<file path="src/rtl/reg_file_sequencer.sv">
`default_nettype none
// ============================================================================
//  Module   : reg_file_sequencer
//  Purpose  : Block-operation sequencer driving an external register file.
//             Executes FILL, COPY (overlap-safe) and SWAP over address
//             ranges, one register-file access step per clock.
//  Revision : 1.0  initial release
// ----------------------------------------------------------------------------
//  Ports
//    clock          sole clock, rising edge
//    reset          synchronous active-high reset
//    start          command strobe (sampled only while idle)
//    op             0 FILL, 1 COPY, 2 SWAP, 3 reserved (completes with error)
//    src_base       source / first-range base address
//    dst_base       destination / second-range base address
//    len            element count, 0 = no-op
//    fill_value     data written by FILL
//    busy           high while a command executes
//    done           one-cycle completion pulse
//    error          pulses with done for the reserved opcode
//    rf_r1_addr     register-file read port 1 address
//    rf_r2_addr     register-file read port 2 address
//    rf_r1_out      read port 1 data (combinational from rf_r1_addr)
//    rf_r2_out      read port 2 data (combinational from rf_r2_addr)
//    rf_write_addr  write port address
//    rf_write_data  write port data
//    rf_write       write enable, committed on the rising edge
// ============================================================================
module reg_file_sequencer #(
  parameter int ADDR_W = 8,
  parameter int DATA_W = 8
) (
  input  logic              clock,
  input  logic              reset,
  input  logic              start,
  input  logic [1:0]        op,
  input  logic [ADDR_W-1:0] src_base,
  input  logic [ADDR_W-1:0] dst_base,
  input  logic [ADDR_W-1:0] len,
  input  logic [DATA_W-1:0] fill_value,
  output logic              busy,
  output logic              done,
  output logic              error,
  output logic [ADDR_W-1:0] rf_r1_addr,
  output logic [ADDR_W-1:0] rf_r2_addr,
  input  logic [DATA_W-1:0] rf_r1_out,
  input  logic [DATA_W-1:0] rf_r2_out,
  output logic [ADDR_W-1:0] rf_write_addr,
  output logic [DATA_W-1:0] rf_write_data,
  output logic              rf_write
);

  localparam logic [1:0] c_op_fill = 2'd0;
  localparam logic [1:0] c_op_copy = 2'd1;
  localparam logic [1:0] c_op_swap = 2'd2;
  localparam logic [1:0] c_op_rsvd = 2'd3;

  typedef enum logic [2:0] {
    S_IDLE   = 3'd0,
    S_FILL   = 3'd1,
    S_COPY   = 3'd2,
    S_SWAP_A = 3'd3,
    S_SWAP_B = 3'd4,
    S_DONE   = 3'd5
  } state_t;

  state_t              r_state;
  state_t              w_next_state;
  logic [1:0]          r_op;
  logic [ADDR_W-1:0]   r_src;
  logic [ADDR_W-1:0]   r_dst;
  logic [ADDR_W-1:0]   r_len;
  logic [DATA_W-1:0]   r_fill;
  logic [ADDR_W-1:0]   r_i;
  logic [DATA_W-1:0]   r_hold;
  logic                r_desc;     // COPY walks the range top-down

  logic                w_last;
  logic [ADDR_W-1:0]   w_elem;
  logic                w_write;

  // Active states are only entered with len >= 1, so len-1 never underflows
  // while this is being used.
  assign w_last = (r_i == (r_len - ADDR_W'(1)));

  // Element index for COPY: descending when the destination lies above the
  // source so that an overlapping source element is read before it is
  // overwritten.
  assign w_elem = r_desc ? (r_len - ADDR_W'(1) - r_i) : r_i;

  // --------------------------------------------------------------------------
  // State and datapath registers
  // --------------------------------------------------------------------------
  always_ff @(posedge clock) begin
    if (reset) begin
      r_state <= S_IDLE;
      r_op    <= '0;
      r_src   <= '0;
      r_dst   <= '0;
      r_len   <= '0;
      r_fill  <= '0;
      r_i     <= '0;
      r_hold  <= '0;
      r_desc  <= 1'b0;
    end else begin
      r_state <= w_next_state;
      case (r_state)
        S_IDLE: begin
          if (start) begin
            r_op   <= op;
            r_src  <= src_base;
            r_dst  <= dst_base;
            r_len  <= len;
            r_fill <= fill_value;
            r_i    <= '0;
            r_desc <= (dst_base > src_base);
          end
        end
        S_FILL, S_COPY, S_SWAP_B: r_i    <= r_i + ADDR_W'(1);
        S_SWAP_A:                 r_hold <= rf_r1_out;
        default: ;
      endcase
    end
  end

  // --------------------------------------------------------------------------
  // Next-state logic
  // --------------------------------------------------------------------------
  always_comb begin
    w_next_state = r_state;
    case (r_state)
      S_IDLE: begin
        if (start) begin
          if ((len == '0) || (op == c_op_rsvd)) begin
            w_next_state = S_DONE;
          end else begin
            case (op)
              c_op_fill: w_next_state = S_FILL;
              c_op_copy: w_next_state = S_COPY;
              c_op_swap: w_next_state = S_SWAP_A;
              default:   w_next_state = S_DONE;
            endcase
          end
        end
      end
      S_FILL, S_COPY: if (w_last) w_next_state = S_DONE;
      S_SWAP_A:       w_next_state = S_SWAP_B;
      S_SWAP_B:       w_next_state = w_last ? S_DONE : S_SWAP_A;
      S_DONE:         w_next_state = S_IDLE;
      default:        w_next_state = S_IDLE;
    endcase
  end

  // --------------------------------------------------------------------------
  // Outputs: everything is zero unless the state drives it
  // --------------------------------------------------------------------------
  always_comb begin
    rf_r1_addr    = '0;
    rf_r2_addr    = '0;
    rf_write_addr = '0;
    rf_write_data = '0;
    w_write       = 1'b0;
    case (r_state)
      S_FILL: begin
        rf_write_addr = r_dst + r_i;
        rf_write_data = r_fill;
        w_write       = 1'b1;
      end
      S_COPY: begin
        rf_r1_addr    = r_src + w_elem;
        rf_write_addr = r_dst + w_elem;
        rf_write_data = rf_r1_out;
        w_write       = 1'b1;
      end
      S_SWAP_A: begin
        rf_r1_addr    = r_src + r_i;
        rf_r2_addr    = r_dst + r_i;
        rf_write_addr = r_src + r_i;
        rf_write_data = rf_r2_out;
        w_write       = 1'b1;
      end
      S_SWAP_B: begin
        rf_write_addr = r_dst + r_i;
        rf_write_data = r_hold;
        w_write       = 1'b1;
      end
      default: ;
    endcase
  end

  // A reset in an active cycle aborts the command at that edge, so the write
  // that would otherwise commit on the same edge is suppressed.
  assign rf_write = w_write & ~reset;
  assign busy     = (r_state != S_IDLE);
  assign done     = (r_state == S_DONE);
  assign error    = (r_state == S_DONE) && (r_op == c_op_rsvd);

endmodule
`default_nettype wire
</file>
<file path="config.mk">
export PLATFORM = sky130hd
export DESIGN_NAME = reg_file_sequencer
export DESIGN_NICKNAME = d
export VERILOG_FILES = /design/src/rtl/reg_file_sequencer.sv
export SDC_FILE = /design/constraint.sdc
export NUM_CORES = 1
export LEC_CHECK = 0
export BUFFER_PORTS_ARGS = -buffer_cell sky130_fd_sc_hd__clkbuf_2
export CAP_MARGIN = 10
export CORE_MARGIN = 1.5
export CORE_UTILIZATION = 61
export CTS_CLUSTER_DIAMETER = 100
export DETAILED_ROUTE_END_ITERATION = 7
export PLACE_DENSITY = 0.85
export SETUP_SLACK_MARGIN = 0.1
export SYNTH_ARGS = -nofsm -noshare
export SYNTH_HDL_FRONTEND = slang
export SYNTH_SLANG_ARGS = --single-unit
</file>
<file path="constraint.sdc">
create_clock -name clock -period 7.1 [get_ports clock]
set_clock_uncertainty 0.1 [all_clocks]
set_input_delay 1.42 -clock clock [delete_from_list [all_inputs] [get_ports clock]]
set_output_delay 1.42 -clock clock [all_outputs]
set_load 0.02 [all_outputs]
</file>
== Word level (Yosys, flattened, before mapping) ==
Index checks and enable logic that the tools add are counted.
Operators by class
  $lt $le $gt $ge: 1
  reduce and logical (&&, ||, !) cells: 14
  eq/ne operators: 12
  add/subtract/negate cells: 7
  mux-type cells: 14
  bitwise gates (word level): 2
Operators with widths (count)
  $add 8x8->8: 4
  $pmux 8 s2: 2
  $pmux 8 s4: 1
  $mux 8: 3
  $pmux 8 s3: 1
  $mux 3: 4
  $pmux 3 s4: 1
  $pmux 3 s3: 1
  $add 8x1->8 const B: 1
  $eq 8x8->1: 1
  $gt 8x8->1: 1
  $logic_not 8->1: 1
  $sub 8x1->8 const B: 1
  $sub 8x8->8: 1
  $eq 2x2->1 const B: 3
  $eq 3x2->1 const B: 2
  $eq 3x3->1 const B: 2
  $reduce_and 2->1: 3
  $ne 2x2->1 const B: 2
  $reduce_or 2->1: 2
  $reduce_or 4->1: 1
  $eq 3x1->1 const B: 1
  $logic_not 3->1: 1
  $reduce_bool 3->1: 1
  other kinds (9): 9
Storage, ports and cells
  logic and storage cells: 59
  input bits: 53
  register bits: 54
  output and inout port bits: 36

== Longest topological paths before layout ==
Gate-level depths: netlist (run 1).
  depth after elaboration: 5
  gate-level depth with buffers: 19
  gate-level depth less buffers: 19

== Worst setup path after synthesis (run 1) ==
OpenSTA, ideal clock, no wires.
  path kind: reg-to-output
  start point: register r_len[0]
  end point: output port rf_r1_addr[7]
  stages on the path, launching flop included: 19
  setup slack: 2076 ps
  buffers on the path: 0
  arrival time: 3504 ps
  data required time: 5580 ps
  path through: dfxtp_1 > inv_1 > ha_1 > xor2_1 > ha_1 > a21oi_1 > nand2_1 > a21o_1 > a21oi_1 > xnor2_1 > nand2_1 > o21ai_0 > ha_1 > or2_2 > or4_1 > o211ai_1 > xnor2_1 > mux2i_1 > o21ai_1
On the way
  cells in the longest elaborated chain, start to end: 5
Ends and longest elaborated chain
  start, declared: RTL line 72  | logic [ADDR_W-1:0] r_len;
  start signal, assigned: RTL line 113  | r_len <= len;
  $sub 8x1->8: RTL line 89  | assign w_elem = r_desc ? (r_len - ADDR_W'(1) - r_i) : r_i;
  $sub 8x8->8: RTL line 89
  $mux 8: RTL line 89
  $add 8x8->8: RTL line 170  | rf_r1_addr = r_src + w_elem;
  $pmux 8 s2: RTL line 163  | case (r_state)
  end, declared: RTL line 44  | output logic [ADDR_W-1:0] rf_r1_addr,
Every way passes these cells.

== Final worst setup path (run 1) ==
Same ends and word-level chain as after synthesis.

==> results by group, run 1 <==
Yosys
  – Count of flip-flops with a built-in enable after synthesis: 0
  – Syn Inst Count: between 600 and 700
  – Proportion of netlist area held by the largest area contributor: a little under a quarter
  – Post-synthesis async set-or-reset flop share: 0%
  – Post-synthesis sequential area ratio: 23.6%
  – Netlist area before placement: 4580 µm²
  – Nets in the synthesized netlist: between 700 and 800
  – Ys flop type: dfxtp_1
  – Area leader, netlist: dfxtp_1
  – Number of warnings issued by yosys: 0
  – Flop and latch count out of synthesis: 54
  – Count of different cell masters after synthesis: 55
  – Per-instance average area after synthesis: 7.57 µm²
  – Synth area leaders: dfxtp_1 (24%), ha_1 (13%), nand2_1 (8.8%)

Global routing
  – Antenna violations before repair: 0
  – Number of global-route vias before repair: between 4000 and 5000
  – Wire length of the first global-routing pass: ~20000 µm
  – Total global routing track utilization: around 33%
  – Largest net degree at the start of global routing: 56
  – GRT overflow: 0

Clocking
  – CTS Root Cell: clkbuf_8
  – Setup Fix Bufs, Post-CTS: 0
  – Clock tree from TritonCTS: yes
  – Worst-Skew Late Latency: between 0.3 and 0.4 ns
  – Total number of H-tree levels: 2
  – Count of cells resized by post-cts repair: 0
  – Longest Clk Path Bufs: 2
  – Sinks on the clock net: between 50 and 60
  – Clock transition at the registers of the reported paths: 0.10 ns
  – Hold-fix buffer count after cts: 0
  – Num CTS Buffers: 5

Pwr
  – Sw Share: 46.9%
  – Power per cell area: between 200 and 300 nW/µm²
  – Leakage: about 2.3 nW
  – Proportion of power drawn by flip-flops and latches: between 30% and 40%
  – Switching Power: ~0.00062 W
  – Total Power Consumption: between 0.001 and 0.0015 W
  – Internal power contribution: around 0.0007 W
  – Combinational group share of total power: 55.5%
  – IR drop worst, VDD: about 0.14 mV
  – Portion of total power attributed to the clock network: a little over an eighth

Floorplan
  – Vertical extent of the die: 89.6 µm
  – Floorplan core area: approximately 7300 µm²
  – DIE WIDTH: about 90 µm
  – Die outline area: 8030 µm²
  – Standard-cell rows: 31
  – Starting density of the core: 63.1%
  – Boundary pin count: 89

STA
  – Count of final setup violators: 0
  – Final clock period utilization by the worst path: between 80% and 90%
  – Achievable clock frequency: roughly 0.17 GHz
  – Setup repair after global routing missed its margin: false
  – Slew at the pin closest to its max-slew limit: a little over 1 ns
  – Slew Viols, Final: 0
  – Hold Violations, Final: 0
  – Total Negative Setup Slacks: 0 ns
  – Hold Worst Slack: between 0.3 and 0.4 ns
  – Crit path time final: 5.73 ns
  – Headroom to the max-slew limit: between 30% and 40%

Layout
  – # nets final: between 700 and 800
  – Design area: 5130 µm²
  – Area grow syn2layout: 12.1%
  – Inserted Diodes: 0
  – Fraction of final layout cells sized beyond drive strength 1: between 15 and 20%

Job
  – Max-capacitance violation count: 0

Outcome
  – Outcome: completed

Route
  – Number of nets with antenna violations after detailed routing: 0
  – DRC errors left: 0
  – Wire length after detailed routing: between 10000 and 15000 µm
  – First-pass iteration count of the detailed router: 6
  – Routed length on met3: 899 µm
  – Number of violations reported at the end of detailed-routing iteration 0: 453
  – Vias per std cell: between 5 and 6
  – Met2 wire length: ~5700 µm
  – Met1 wire length: around 5800 µm
  – Detailed-route via count: approximately 4600
  – Routed wire length per instance: 16.3 µm
  – Top routing layer in use: met4

Worst setup path
  – CP max FO: 5
  – CP Data Required Time: 5.58 ns
  – Critical path data arrival time: around 4.2 ns
  – Launching element type of the critical path: register
  – Type of element capturing the critical path: primary output
  – Category of the critical setup timing path: register to primary output

Min path
  – Class of the most critical hold timing path: register to register

Placed design
  – Area of placed instances: approximately 5000 µm²
  – Global placement routability congestion: between 0.9 and 1
  – Number of input and output port buffers inserted: 88
  – HPWL reported at the end of detailed placement: approximately 10000 µm
cells by family (layout without fill, tap and decap cells):
kind of cell / after synthesis / after routing / synth area share [%]
fa+ha+maj: 52 / 52 / 15.0
simple gates: 204 / 204 / 20.4
flops: 54 / 54 / 23.6
buf+inv: 65 / 135 / 5.69
mux: 14 / 14 / 3.12
xor+xnor: 43 / 43 / 8.80
compound gates: 173 / 173 / 23.3
critical path, cell delays in order (launching register included):
cell and delay [ns]:
dfxtp_1 0.43, inv_1 0.07, ha_1 0.23, xor2_1 0.15, ha_1 0.37, a21oi_1 0.21, nand2_1 0.10, a21o_1 0.18
a21oi_1 0.17, xnor2_1 0.08, nand2_1 0.06, o21ai_0 0.13, ha_1 0.28, or2_2 0.32, or4_1 0.41, o211ai_1 0.13
xnor2_1 0.15, mux2i_1 0.09, o21ai_1 0.14, clkbuf_2 0.20
path summary, 6_finish.rpt:
path	startpoint	end	slack, ns	depth (start not counted)
worst max register to register	r_state[2]	r_i[6]	4.34	5
worst min-delay path	r_op[1]	r_op[1]	0.36	2
worst min register to register	r_op[1]	r_op[1]	0.36	2
worst max-delay path	r_len[0]	rf_r1_addr[7]	1.37	19
cell type report:
| type | instances | area [µm²] |
|---|---|---|
| clock buffers | 5 | 68.8 |
| clock inverters | 2 | 13.8 |
| fillers | 628 | 2120 |
| inverters | 35 | 131 |
| multi-input cells | 486 | 3240 |
| flip-flops and latches | 54 | 1080 |
| well taps | 99 | 124 |
| repair buffers | 93 | 478 |
cell usage after synthesis (6+ instances only):
cell type	n
dfxtp_1	54
a21oi_1	72
clkbuf_1	20
buf_2	7
a21o_1	15
nand3_1	9
o21a_1	6
ha_1	47
xnor2_1	24
inv_1	33
o21ai_0	22
nand2b_1	7
xor2_1	17
nand4_1	6
o22ai_1	12
nor2_1	32
nand2_1	107
a211oi_1	6
mux2i_1	12
nor2b_1	6
nor3_1	10
a22oi_1	12
stage by stage:
| stage | util, % | std cells | setup WS [ns] |
|---|---|---|---|
| 2_1_floorplan | - | 605 | 2.08 |
| 4_1_cts | 70.8 | 774 | 1.41 |
| 5_1_grt | 70.8 | 774 | 1.11 |
| 3_5_place_dp | 69.6 | 767 | 1.76 |
| 3_3_place_gp | 69.6 | 767 | 1.93 |
| 6_report | 70.8 | 774 | 1.37 |
routing by layer:
layer	up-vias	GRT usage [%]
met1	2149	47.1
met3	16	5.03
li1	2260	-
met5	-	0
met2	185	50.8
met4	0	9.23
cells in the final DEF (no fill, tap or decap), types with 9 or more instances in the layout:
| cell | count |
|---|---|
| inv_1 | 33 |
| nand3_1 | 9 |
| nor2_1 | 32 |
| nand2_1 | 107 |
| xor2_1 | 17 |
| a21o_1 | 15 |
| a22oi_1 | 12 |
| ha_1 | 47 |
| o22ai_1 | 12 |
| clkbuf_2 | 88 |
| dfxtp_1 | 54 |
| a21oi_1 | 72 |
| nor3_1 | 10 |
| mux2i_1 | 12 |
| o21ai_0 | 22 |
| xnor2_1 | 24 |
flip-flops by register name, indices dropped and copies added (netlist names):
register,cells
r_dst,8
r_fill,8
r_hold,8
r_i,8
r_len,8
r_src,8
r_state,3
r_op,2
r_desc,1
power groups by stage:
stage	combinational, W	clock, W	sequential [W]
global route	0.000818	0.000187	0.000419
finish	0.000732	0.000174	0.000413
detailed placement	0.000721	0	0.000417
CTS	0.000725	0.000175	0.000410
floorplan	0.000568	0	0.000383
global placement	0.000701	0	0.000415
(Power assumes the default switching activity.)
==> inputs of run 2 (changes only) <==
- CORE_UTILIZATION: 61 -> 51
- PLACE_DENSITY: 0.85 -> 0.76
- clock period: 7.1 -> 5.2 ns (I/O delays scaled with it)
==> run 2 against run 1 <==
  * Global-route usage fell by 6.0 points
  * Clock-buffer cell count unchanged
  * Clock power up 49%
  * Sequential cell count did not move
  * Hold slack improved by 0.0053 ns
  * Sequential power grew 38%
  * Critical path depth shrank 1
  * Total power rose by 44%
  * Largest power group unchanged
==> results by group, run 2 (same netlist as run 1, synthesis figures left out) <==
Outcome
  – Outcome: completed

Global routing
  – Global-route met1 utilization: 37.1% (-10 points)
  – GRT overflow: 0 (unchanged)
  – Busiest layer in global routing: met2
  – Number of global-route vias before repair: 4282 (+4.4%)
  – Met2 track demand over resource in global routing: 43.3% (-7.5 points)
  – Antenna violations before repair: 0 (unchanged)
  – Largest net degree at the start of global routing: 56 (unchanged)
  – Total global routing track utilization: 26.8% (-6.0 points)
  – Met3 global-route usage: 3.65% (-1.4 points)
  – Wire length of the first global-routing pass: 21000 µm (+4.3%)

Clocking
  – Hold-fix buffer count after cts: 0 (unchanged)
  – Clock tree from TritonCTS: yes
  – Sinks on the clock net: 54 (unchanged)
  – Num CTS Buffers: 5 (unchanged)
  – Worst-Skew Late Latency: 0.33 ns (about the same)
  – Clock transition at the registers of the reported paths: 0.11 ns (about the same)
  – Total number of H-tree levels: 2 (unchanged)
  – CTS Root Cell: clkbuf_8
  – Longest Clk Path Bufs: 2 (unchanged)

Layout
  – Design area: 5330 µm² (+3.8%)
  – Commonest non-fill, non-tap cell in the layout: nand2_1
  – # nets final: 793 (+1.7%)
  – Commonest cells after routing, fill and taps aside: nand2_1 (107), clkbuf_2 (86), a21oi_1 (67)
  – Area grow syn2layout: 16.4%
  – Final instance count without filler cells: 797 (+3.0%)
  – Fraction of final layout cells sized beyond drive strength 1: 21.5% (+4.3 points)
  – Inserted Diodes: 0 (unchanged)

Floorplan
  – Die outline area: 9550 µm² (+19%)
  – Floorplan core area: 8720 µm² (+20%)
  – Boundary pin count: 89 (unchanged)
  – DIE WIDTH: 97.7 µm (+9.0%)
  – Vertical extent of the die: 97.7 µm (+9.0%)
  – Starting density of the core: 52.5% (-11 points)
  – Standard-cell rows: 34 (+9.7%)

STA
  – Final clock period utilization by the worst path: 97.6%
  – Achievable clock frequency: 0.197 GHz
  – Headroom to the max-slew limit: 23.0% (-8.9 points)
  – Setup repair after global routing missed its margin: true
  – Total Negative Setup Slacks: 0 ns (unchanged)
  – Post-layout worst setup margin: 0.126 ns (-1.24 ns)
  – Count of final setup violators: 0 (unchanged)
  – Slew at the pin closest to its max-slew limit: 1.15 ns (+0.134 ns)
  – Slew Viols, Final: 0 (unchanged)
  – Hold Violations, Final: 0 (unchanged)
  – Crit path time final: around 5.1 ns

Worst setup path
  – Chain of cells forming the critical path: inv_2 -> ha_4 -> xor2_1 -> ha_1 -> a21o_1 -> a21oi_2 -> o21bai_1 -> a21oi_1 -> xor2_1 -> mux2i_1 -> ha_2 -> or2_4 -> or4_1 -> o211ai_1 -> xnor2_1 -> mux2i_1 -> o21ai_1 -> buf_4
  – Type of element capturing the critical path: primary output
  – Critical path data arrival time: 3.93 ns (-0.28 ns)
  – Count of buffering cells on the critical path with inverters included: 2 (unchanged)
  – CP Data Required Time: 4.06 ns (-1.52 ns)
  – Launching element type of the critical path: register
  – Critical path's slowest cell: or4_1
  – Startpoint of the worst setup timing path: r_len[1]
  – Largest incremental delay on the critical path: 0.50 ns (+0.07 ns)
  – Reg2reg start: r_state[2]
  – Category of the critical setup timing path: register to primary output
  – Cell family contributing the most delay on the critical path: compound AO/OA/AOI/OAI gates
  – CP max FO: 4 (-1)

Placed design
  – Number of input and output port buffers inserted: 88 (unchanged)
  – HPWL reported at the end of detailed placement: 9890 µm (-1.0%)
  – Area of placed instances: 5070 µm² (+0.37%)
  – Cell total after placement: 777 (+1.3%)
  – Worst setup slack before clock tree synthesis: 0.289 ns (-1.48 ns)
  – Global placement routability congestion: 0.897 (-8.6%)

Route
  – First-pass iteration count of the detailed router: 5 (-1)
  – DRC errors left: 0 (unchanged)
  – Vias per std cell: 5.76 (-3.2%)
  – Number of violations reported at the end of detailed-routing iteration 0: 386 (-15%)
  – Detailed-route via count: 4594 (-0.35%)
  – Routed wire length per instance: 16.4 µm (+0.79%)
  – Number of nets with antenna violations after detailed routing: 0 (unchanged)
  – Wire length after detailed routing: 13100 µm (+3.8%)

Pwr
  – Leakage: 2.39 nW (+3.7%)
  – IR drop worst, VDD: 0.253 mV (+79%)
  – Power per cell area: 356 nW/µm² (+39%)
  – Total Power Consumption: 0.00190 W (+44%)

Min path
  – Class of the most critical hold timing path: register to register
  – Hold path startpoint: r_op[1]

Job
  – Max-capacitance violation count: 0 (unchanged)
[run 2: changes by cell type in the layout (fill, tap and decap cells not counted), sizes merged]
cell | previous run | this run
clkinv | 1 | 2
buf | 5 | 20
clkbuf | 93 | 91
[run 2: through the flow]
stage | hold WS [ns] | util (%)
2_1_floorplan | 0.332 | -
3_3_place_gp | 0.340 | 58.1
3_5_place_dp | 0.349 | 58.1
4_1_cts | 0.365 | 60.0
5_1_grt | 0.382 | 61.1
6_report | 0.363 | 61.1
[run 2: power breakdown]
group          switching (W)  total [W]  internal (W)
Combinational       0.000628    0.00107      0.000440
Clock               0.000160   0.000260      0.000100
Sequential         0.0000986   0.000570      0.000471
[run 2: final cells by class]
type,instances,area [µm²]
Clock buffer,5,68.8
Inverter,35,131
Timing Repair Buffer,106,578
Clock inverter,3,28.8
Fill cell,791,3390
Sequential cell,54,1090
Tap cell,108,135
Multi-Input combinational cell,486,3300
[run 2: path summary, 6_finish.rpt]
| kind | endpoint | slack, ns | cells past startpoint |
|---|---|---|---|
| max reg2reg | r_i[6] | 2.39 | 5 |
| min reg2reg | r_op[1] | 0.36 | 2 |
| max | rf_r1_addr[7] | 0.13 | 18 |
| min | r_op[1] | 0.36 | 2 |
[run 2: worst reg2reg max path: cells and delay by family, from the launching register on]
kind | cells | cell delay (ns)
AO/OA/AOI/OAI | 2 | 0.39
flip-flops | 1 | 0.52
AND/OR/NAND/NOR | 3 | 1.72
[run 2: per-layer routing]
metal	share of wire, %	up-vias
met3	6.1	23
li1	-	2287
met4	1.7	0
met2	46	170
met5	0	-
met1	46	2114
[run 2: what timing repair did]
action / in CTS / in global routing
gates resized for setup: 10 / 17
endpoints found under the setup margin: 2 / 4
setup buffers: 5 / 7
pin swaps: 6 / 15
==> inputs of run 3 (changes only) <==
- BUFFER_PORTS_ARGS: -buffer_cell sky130_fd_sc_hd__clkbuf_2 -> not set
- CORE_UTILIZATION: 51 -> 59
- DONT_BUFFER_PORTS: not set -> 1
==> run 3 against run 2 <==
  * Clock-buffer cell count is the same
  * Worst setup slack improved by 0.12 ns
  * Via count down 6.1%
  * Critical path depth up 1
  * Wire length is 3.2% lower
  * Global-route usage is 3.6 points higher
  * Sequential power is 1% lower
  * Cell count down 13%
  * Core utilization is 4.5 points higher
  * Combinational power fell by 6%
  * Sequential cell count did not move
  * Fmax is 2.4% higher
  * Largest power group unchanged
==> results by group, run 3 (same netlist as run 1, synthesis figures left out) <==
Floorplan
  – Starting density of the core: 62.1% (+9.6 points)
  – Floorplan core area: 7370 µm² (-15%)
  – Die outline area: 8290 µm² (-13%)
  – DIE WIDTH: 91.1 µm (-6.8%)
  – Vertical extent of the die: 91.1 µm (-6.8%)
  – Boundary pin count: 89 (unchanged)
  – Standard-cell rows: 31 (-8.8%)

Route
  – Routed length on met3: 837 µm (+5.8%)
  – DRC errors left: 0 (unchanged)
  – Detailed-route via count: 4313 (-6.1%)
  – Top routing layer in use: met4
  – Met2 wire length: 5680 µm (-5.6%)
  – Routed wire length per instance: 18.2 µm (+11%)
  – Number of violations reported at the end of detailed-routing iteration 0: 350 (-9.3%)
  – Met1 wire length: 5960 µm (-1.1%)
  – Vias per std cell: 6.21 (+7.8%)
  – Number of nets with antenna violations after detailed routing: 0 (unchanged)
  – Wire length after detailed routing: 12600 µm (-3.2%)
  – First-pass iteration count of the detailed router: 7 (+2)

Global routing
  – Total global routing track utilization: 30.4% (+3.6 points)
  – Wire length of the first global-routing pass: 20200 µm (-4.0%)
  – Number of global-route vias before repair: 4033 (-5.8%)
  – Antenna violations before repair: 0 (unchanged)
  – Largest net degree at the start of global routing: 57 (+1.8%)
  – GRT overflow: 0 (unchanged)

Clocking
  – Clock tree from TritonCTS: yes
  – CTS Root Cell: clkbuf_8
  – Total number of H-tree levels: 2 (unchanged)
  – Worst-Skew Late Latency: 0.32 ns (about the same)
  – Sinks on the clock net: 54 (unchanged)
  – Longest Clk Path Bufs: 2 (unchanged)
  – Clock transition at the registers of the reported paths: 0.11 ns (about the same)
  – Num CTS Buffers: 5 (unchanged)

Worst setup path
  – Count of buffering cells on the critical path with inverters included: 2 (unchanged)
  – Critical path's most frequent cell: ha_2
  – Flop2flop setup slack: 2.60 ns (+0.21 ns)
  – Path depth of the worst reg2reg path: 8 (+3)
  – Cell family contributing the most delay on the critical path: compound AO/OA/AOI/OAI gates
  – Chain of cells forming the critical path: inv_1 -> ha_2 -> xor2_1 -> ha_2 -> a21oi_2 -> nand2_1 -> a21o_1 -> a21oi_2 -> xnor2_1 -> nand2_1 -> o21ai_1 -> ha_2 -> or2_2 -> or4_1 -> o211ai_1 -> xnor2_1 -> mux2i_1 -> o21ai_1 -> buf_4
  – Category of the critical setup timing path: register to primary output
  – Launching element type of the critical path: register
  – Largest incremental delay on the critical path: 0.40 ns (-0.10 ns)
  – Number of logic stages on the critical path including buffering: 19 (+1)
  – Reg2reg start: r_state[1]
  – CP Data Required Time: 4.06 ns (about the same)
  – Critical path data arrival time: 3.81 ns (-0.12 ns)
  – CP max FO: 5 (+1)
  – Critical path's slowest cell: or4_1
  – Type of element capturing the critical path: primary output
  – Endpoint of the worst register-to-register path: r_i[7]

Layout
  – Fraction of final layout cells sized beyond drive strength 1: 8.40% (-13 points)
  – Filler cell count in the final layout: 676 (-15%)
  – # nets final: 699 (-12%)
  – Commonest cells after routing, fill and taps aside: nand2_1 (107), a21oi_1 (68), dfxtp_1 (52)
  – Commonest non-fill, non-tap cell in the layout: nand2_1
  – Final instance count without filler cells: 694 (-13%)
  – Area grow syn2layout: 5.63%
  – Inserted Diodes: 0 (unchanged)
  – Post-route core utilization: 65.6% (+4.5 points)

Min path
  – Hold-critical path depth: 2 (unchanged)
  – Class of the most critical hold timing path: register to register
  – Hold path startpoint: r_op[0]
  – Min-Delay Endpoint: r_op[0]

STA
  – Slew Viols, Final: 0 (unchanged)
  – Hold Violations, Final: 0 (unchanged)
  – Crit path time final: 4.95 ns (-0.121 ns)
  – Headroom to the max-slew limit: 28.3% (+5.3 points)
  – Total Negative Setup Slacks: 0 ns (unchanged)
  – Post-layout worst setup margin: 0.247 ns (+0.121 ns)
  – Count of final setup violators: 0 (unchanged)
  – Final clock period utilization by the worst path: 95.2% (-2.3 points)
  – Achievable clock frequency: 0.202 GHz (+2.4%)
  – Setup repair after global routing missed its margin: false
  – Slew at the pin closest to its max-slew limit: 1.07 ns (-0.0799 ns)

Pwr
  – IR drop worst, VDD: 0.234 mV (-7.7%)
  – Portion of total power attributed to the clock network: 14.0% (+0.3 points)
  – Switching Power: 0.000863 W (-2.7%)
  – Power per cell area: 377 nW/µm² (+6.0%)
  – Combinational group share of total power: 55.2% (-1.1 points)
  – Leakage: 1.98 nW (-17%)
  – Total Power Consumption: 0.00182 W (-3.9%)
  – Internal power contribution: 0.000962 W (-4.9%)
  – Sw Share: 47.3% (+0.58 points)
  – Proportion of power drawn by flip-flops and latches: 30.9% (+0.9 points)

Placed design
  – Worst setup slack before clock tree synthesis: 0.362 ns (+0.0735 ns)
  – Cell total after placement: 682 (-12%)
  – Number of input and output port buffers inserted: 0 (-100%)
  – Global placement routability congestion: 0.947 (+5.6%)
  – HPWL reported at the end of detailed placement: 9720 µm (-1.7%)

Outcome
  – Outcome: completed

Job
  – Max-capacitance violation count: 0 (unchanged)
-- run 3: metrics by stage --
step / instance area, µm² / hold slack (ns)
finish: 4830 / 0.354
detailed placement: 4630 / 0.341
floorplan: 4580 / 0.332
CTS: 4760 / 0.356
global placement: 4630 / 0.336
global route: 4830 / 0.373
-- run 3: layout make-up --
class	count	area (µm²)	share of cell area, %
Multi-Input combinational cell	486	3290	68.0
Sequential cell	54	1080	22.4
Inverter	35	131	2.72
Tap cell	99	124	2.56
Timing Repair Buffer	12	110	2.28
Clock buffer	5	68.8	1.42
Clock inverter	3	28.8	0.595
-- run 3: power groups by stage --
stage | Combinational [W] | Clock, W | Sequential (W)
6_report | 0.00101 | 0.000255 | 0.000563
5_1_grt | 0.00111 | 0.000278 | 0.000573
4_1_cts | 0.000955 | 0.000260 | 0.000560
3_5_place_dp | 0.000935 | 0 | 0.000571
3_3_place_gp | 0.000913 | 0 | 0.000568
2_1_floorplan | 0.000776 | 0 | 0.000523
-- run 3: repair_timing --
| action | 4_1_cts | 5_1_grt |
|---|---|---|
| setup endpoints to repair | 2 | 3 |
| hold buffers | 0 | 0 |
| pin swaps | 1 | 7 |
| setup buffers | 2 | 1 |
| gates resized for setup | 4 | 13 |
-- run 3: per-layer routing --
metal	global-route usage, %	vias to the layer above
met1	43.8	2059
met2	47.9	145
met5	0	-
li1	-	2095
met3	4.02	14
met4	7.29	0
-- run 3: worst max path at each step --
stage                     slack [ns]               end  startpoint
after floorplan                 0.56     rf_r1_addr[7]    r_len[0]
after global placement          0.46     rf_r1_addr[7]    r_len[0]
after detailed placement        0.36     rf_r1_addr[7]    r_len[0]
after CTS                       0.11     rf_r1_addr[7]    r_len[1]
after global routing            0.06  rf_write_addr[7]    r_len[1]
final                           0.25     rf_r1_addr[7]    r_len[1]
-- run 3: tightest hold or removal path, cell delays in order (launching register included) --
cell and delay [ns]:
dfxtp_1 0.32, nand2_1 0.05, a21oi_1 0.05
